## src/rtl/tt_sweep_ctrl.sv

```systemverilog
`default_nettype none
// ============================================================================
// Module   : tt_sweep_ctrl
// Function : steps a 4-input truth-table gate through all 16 vectors, samples
//            its output after a settle delay and compares against a table.
// Revision : 1.0
// ============================================================================
module tt_sweep_ctrl #(
  parameter int         SETTLE_W = 8,
  parameter logic [3:0] IDLE_VEC = 4'h0
) (
  input  logic                clk,
  input  logic                rst_n,
  input  logic                start,
  input  logic                abort,
  input  logic [15:0]         expected_tt,
  input  logic [SETTLE_W-1:0] settle_cycles,
  output logic [3:0]          gate_in,
  input  logic                gate_out,
  output logic                busy,
  output logic                done,
  output logic [15:0]         observed_tt,
  output logic [15:0]         mismatch_mask,
  output logic [4:0]          mismatch_cnt,
  output logic                match
);

  typedef enum logic [1:0] {
    ST_IDLE   = 2'd0,
    ST_SETTLE = 2'd1,
    ST_SAMPLE = 2'd2,
    ST_FINISH = 2'd3
  } state_t;

  localparam logic [3:0] c_LAST_IDX = 4'd15;

  state_t              r_state;
  state_t              w_state_nxt;
  logic [3:0]          r_index;
  logic [SETTLE_W-1:0] r_counter;
  logic [SETTLE_W-1:0] r_settle;
  logic [15:0]         r_expected;
  logic [15:0]         r_observed;
  logic [15:0]         r_mask;
  logic [4:0]          r_cnt;
  logic                r_match;
  logic [3:0]          r_gate_in;
  logic                r_busy;
  logic                r_done;
  logic [15:0]         w_mask;
  logic [4:0]          w_cnt;

  assign w_mask = r_observed ^ r_expected;

  always_comb begin
    w_cnt = 5'd0;
    for (int i = 0; i < 16; i++) begin
      w_cnt = w_cnt + {4'd0, w_mask[i]};
    end
  end

  always_ff @(posedge clk or negedge rst_n) begin
    if (!rst_n) begin
      r_state <= ST_IDLE;
    end else begin
      r_state <= w_state_nxt;
    end
  end

  always_comb begin
    w_state_nxt = r_state;
    case (r_state)
      ST_IDLE: begin
        if (start) w_state_nxt = ST_SETTLE;
      end
      ST_SETTLE: begin
        if (abort)                           w_state_nxt = ST_IDLE;
        else if (r_counter == '0)            w_state_nxt = ST_SAMPLE;
      end
      ST_SAMPLE: begin
        if (abort)                           w_state_nxt = ST_IDLE;
        else if (r_index == c_LAST_IDX)      w_state_nxt = ST_FINISH;
        else                                 w_state_nxt = ST_SETTLE;
      end
      ST_FINISH: w_state_nxt = ST_IDLE;
      default:   w_state_nxt = ST_IDLE;
    endcase
  end

  always_ff @(posedge clk or negedge rst_n) begin
    if (!rst_n) begin
      r_index    <= 4'd0;
      r_counter  <= '0;
      r_settle   <= '0;
      r_expected <= 16'd0;
      r_observed <= 16'd0;
      r_mask     <= 16'd0;
      r_cnt      <= 5'd0;
      r_match    <= 1'b0;
      r_gate_in  <= IDLE_VEC;
      r_busy     <= 1'b0;
      r_done     <= 1'b0;
    end else begin
      r_done <= 1'b0;
      case (r_state)
        ST_IDLE: begin
          if (start) begin
            r_expected <= expected_tt;
            r_settle   <= settle_cycles;
            r_observed <= 16'd0;
            r_mask     <= 16'd0;
            r_cnt      <= 5'd0;
            r_match    <= 1'b0;
            r_index    <= 4'd0;
            r_gate_in  <= 4'd0;
            r_counter  <= settle_cycles;
            r_busy     <= 1'b1;
          end
        end
        ST_SETTLE: begin
          if (abort) begin
            r_gate_in <= IDLE_VEC;
            r_busy    <= 1'b0;
          end else if (r_counter != '0) begin
            r_counter <= r_counter - {{(SETTLE_W-1){1'b0}}, 1'b1};
          end
        end
        ST_SAMPLE: begin
          if (abort) begin
            r_gate_in <= IDLE_VEC;
            r_busy    <= 1'b0;
          end else begin
            // Index 0 lands in the MSB so the table reads like the gate's hex function.
            r_observed[c_LAST_IDX - r_index] <= gate_out;
            if (r_index != c_LAST_IDX) begin
              r_index   <= r_index + 4'd1;
              r_gate_in <= r_index + 4'd1;
              r_counter <= r_settle;
            end
          end
        end
        ST_FINISH: begin
          r_mask    <= w_mask;
          r_cnt     <= w_cnt;
          r_match   <= (w_cnt == 5'd0);
          r_done    <= 1'b1;
          r_busy    <= 1'b0;
          r_gate_in <= IDLE_VEC;
        end
        default: begin
          r_busy    <= 1'b0;
          r_gate_in <= IDLE_VEC;
        end
      endcase
    end
  end

  assign gate_in       = r_gate_in;
  assign busy          = r_busy;
  assign done          = r_done;
  assign observed_tt   = r_observed;
  assign mismatch_mask = r_mask;
  assign mismatch_cnt  = r_cnt;
  assign match         = r_match;

endmodule
`default_nettype wire

```

## config.mk

```make
export PLATFORM = sky130hd
export DESIGN_NAME = tt_sweep_ctrl
export DESIGN_NICKNAME = d
export VERILOG_FILES = /design/src/rtl/tt_sweep_ctrl.sv
export SDC_FILE = /design/constraint.sdc
export NUM_CORES = 1
export LEC_CHECK = 0
export CAP_MARGIN = 20
export CORE_ASPECT_RATIO = 1.25
export CORE_UTILIZATION = 48
export CTS_BUF_LIST = sky130_fd_sc_hd__clkbuf_16
export CTS_CLUSTER_DIAMETER = 50
export DETAILED_ROUTE_END_ITERATION = 7
export GPL_TIMING_DRIVEN = 0
export PLACE_DENSITY = 0.76
export SETUP_SLACK_MARGIN = 0.3
export SYNTH_ARGS = -nofsm -noshare
export SYNTH_HDL_FRONTEND = slang
export SYNTH_SLANG_ARGS = --single-unit
```

## constraint.sdc

```tcl
create_clock -name clk -period 3.7 [get_ports clk]
set_clock_uncertainty 0.05 [all_clocks]
set_input_delay 0.925 -clock clk [delete_from_list [all_inputs] [get_ports clk]]
set_output_delay 0.925 -clock clk [all_outputs]
set_load 0.01 [all_outputs]
```

==> results.toml <==
[run_status]
status = "complete, but fails checks"
violations = "setup timing"

[die]
ios = 73
coreArea_mm2 = 0.008379
initial_core_util_pct = 50.16
rows = 37
fp.dieW_um = 85.70
die_h_um = 106.6
die-area_mm2 = 0.009136

[timing]
fin_crit_sh_pct = 107.2
fin_crit_ns = 3.967
rsz0062_at_grt = "yes"
fmaxAchievable_mhz = 252.1
slew_violations = 0
hold_viol = 0
worst_pin_slew_ns = 0.7643
whs_ns = 0.4320
setup_ws_ns = -0.2672
finalSetupViolCount = 5
slew_headroom_pct = 49.04

[setup_path]
critPathKind = "reg2reg"
crit_required_ns = 3.89
end_kind = "register"
worst_r2r_path_depth = 13
arrival_ns = 4.16
worst-path-max-fanout = 3
cp-start-kind = "register"

[placed_design]
portBuffers = 72
hpwl_um = 7304
dp_slack_ns = -0.3335
gp_congestion = 0.8693

[clock_network]
cts_buffers = 9
cts_buffer_depth = 2
insertion_delay_ns = 0.34
cts_tree = "done"
h-tree-depth = 3
clk_pin_slew_ns = 0.06
cts_sinks = 82
root_buffer = "clkbuf_16"

[final_layout]
drive_gt1_share_pct = 15.72
multiInputGateArea_mm2 = 0.002088
antenna_cells = 0
final_nets = 525
register_area_mm2 = 0.002054
area_growth_pct = 31.59
final_common_cell = "dfrtp_1"
fill_cells = 631
final_cell_mix = "80 x dfrtp_1, 71 x clkdlybuf4s50_1, 46 x o21ai_0, 44 x nand2_1, 24 x mux2_2"

[logic_synthesis]
syn_area_mm2 = 0.004203
synth.distinct_cells = 41
synth-seq-cells = 82
synth-main-ff-cell = "dfrtp_1"
yosysSeqAreaShare_pct = 48.82
ys_async_sr_fraction_pct = 100.0
synth_edf_count = 0
synthCells = 381
syn_nets = 434
avgSynthCellArea_um2 = 11.03
yosys_warnings = 0

[route]
drt-initial-drc-count = 114
first_pass_iters = 4
wire_per_inst_um = 16.77
avgViaCountPerCell = 5.453
wl_um = 9963
vias = 3239
ant_nets = 0
drc = 0

[global_route]
grt_max_degree = 61
grt_pass1_wl_um = 15840
grt_pass1_vias = 3214
grt_overflow = 0
grt.total_usage_pct = 22.83
antenna_found_initial = 0

[job]
drv_cap = 0

[hold_path]
hp-class = "in2async"
==> metal layers <==
layer	share of wire (%)	wire length, µm	vias up	global-route usage, %
met5	0	0	-	0
met4	2.0	202	0	9.405
met3	4.0	402	19	4.311
met2	54	5357	105	40.06
met1	40	4001	1610	27.40
li1	-	-	1505	-
==> sequential cells by signal, summed over array words and instances (netlist names) <==
signal,cells
r_counter,8
r_state,2
mismatch_mask,16
mismatch_cnt,5
r_index,4
r_expected,16
match,1
r_settle,8
observed_tt,16
gate_in,4
done,1
busy,1
==> final cells by class <==
class                           count  area share (%)
Inverter                           17           1.154
Tap cell                          117           2.647
Clock inverter                      7           1.244
Clock buffer                        9           4.072
Multi-Input combinational cell    266           37.76
Sequential cell                    82           37.15
Timing Repair Buffer               80           14.43
Buffer                             16           1.538
==> what timing repair did <==
item,4_1_cts,5_1_grt
hold buffers,0,0
resized for setup,5,9
cloned,0,0
endpoints found under the setup margin,6,6
buffers inserted,2,5
pin swaps,0,8
==> worst paths after layout <==
check                                     start          endpoint  slack [ns]
min in group clk                mismatch_cnt[4]   mismatch_cnt[4]        0.43
worst min-delay path                      rst_n  mismatch_mask[8]        0.43
worst max-delay path             observed_tt[7]             match       -0.27
worst min register to register  mismatch_cnt[4]   mismatch_cnt[4]        0.43
worst max register to register   observed_tt[7]             match       -0.27
max in group asynchronous                 rst_n    observed_tt[3]        2.58
==> synth_stat cells (3+ instances only) <==
cell / n / area, µm²
mux2_2: 24 / 270.3
nand2_1: 45 / 168.9
ha_1: 14 / 175.2
buf_6: 3 / 33.78
xor2_1: 19 / 166.4
nand2b_1: 6 / 37.54
and2_1: 4 / 25.02
o22ai_1: 3 / 18.77
dfrtp_1: 82 / 2052
nor2b_1: 6 / 37.54
inv_1: 17 / 63.81
a21oi_1: 10 / 50.05
o211ai_1: 3 / 22.52
a21boi_0: 13 / 97.59
a22o_1: 18 / 157.7
o31ai_1: 5 / 37.54
fa_1: 10 / 200.2
xnor2_1: 6 / 52.55
o21ai_0: 47 / 235.2
nor2_1: 9 / 33.78
clkbuf_1: 9 / 33.78
nand3_1: 3 / 15.01
==> worst max-delay path, cell delays in order, from the launching register on <==
cell and delay (ns):
dfrtp_1 0.45, xor2_2 0.23, fa_1 0.49, fa_1 0.52
inv_1 0.06, fa_1 0.52, inv_2 0.04, fa_1 0.45
ha_2 0.20, buf_4 0.13, a21o_1 0.18, a21oi_2 0.19
xnor2_2 0.11, o41ai_2 0.26
==> through the flow <==
stage	instance area, µm²	std cells	utilization [%]	TNS [ns]
3_3_place_gp	5082	570	60.65	-98.41
6_report	5530	594	66.00	-0.8084
4_1_cts	5449	589	65.03	-0.5984
3_5_place_dp	5107	571	60.95	-0.8149
2_1_floorplan	4215	381	-	-0.1200
5_1_grt	5530	594	66.00	-1.613
==> logic make-up after synthesis <==
| logic type | after synthesis | synth area share (%) |
|---|---|---|
| flip-flops | 82 | 48.82 |
| adder cells (fa/ha/maj) | 24 | 8.931 |
| buffers and inverters | 33 | 3.543 |
| multiplexers | 25 | 6.669 |
| AO/OA/AOI/OAI | 110 | 17.42 |
| XOR/XNOR | 25 | 5.210 |
| AND/OR/NAND/NOR | 82 | 9.408 |
Power is left out: the tool's default activity adds up to more than one toggle a clock period on the data nets, which glitch-free logic cannot reach.
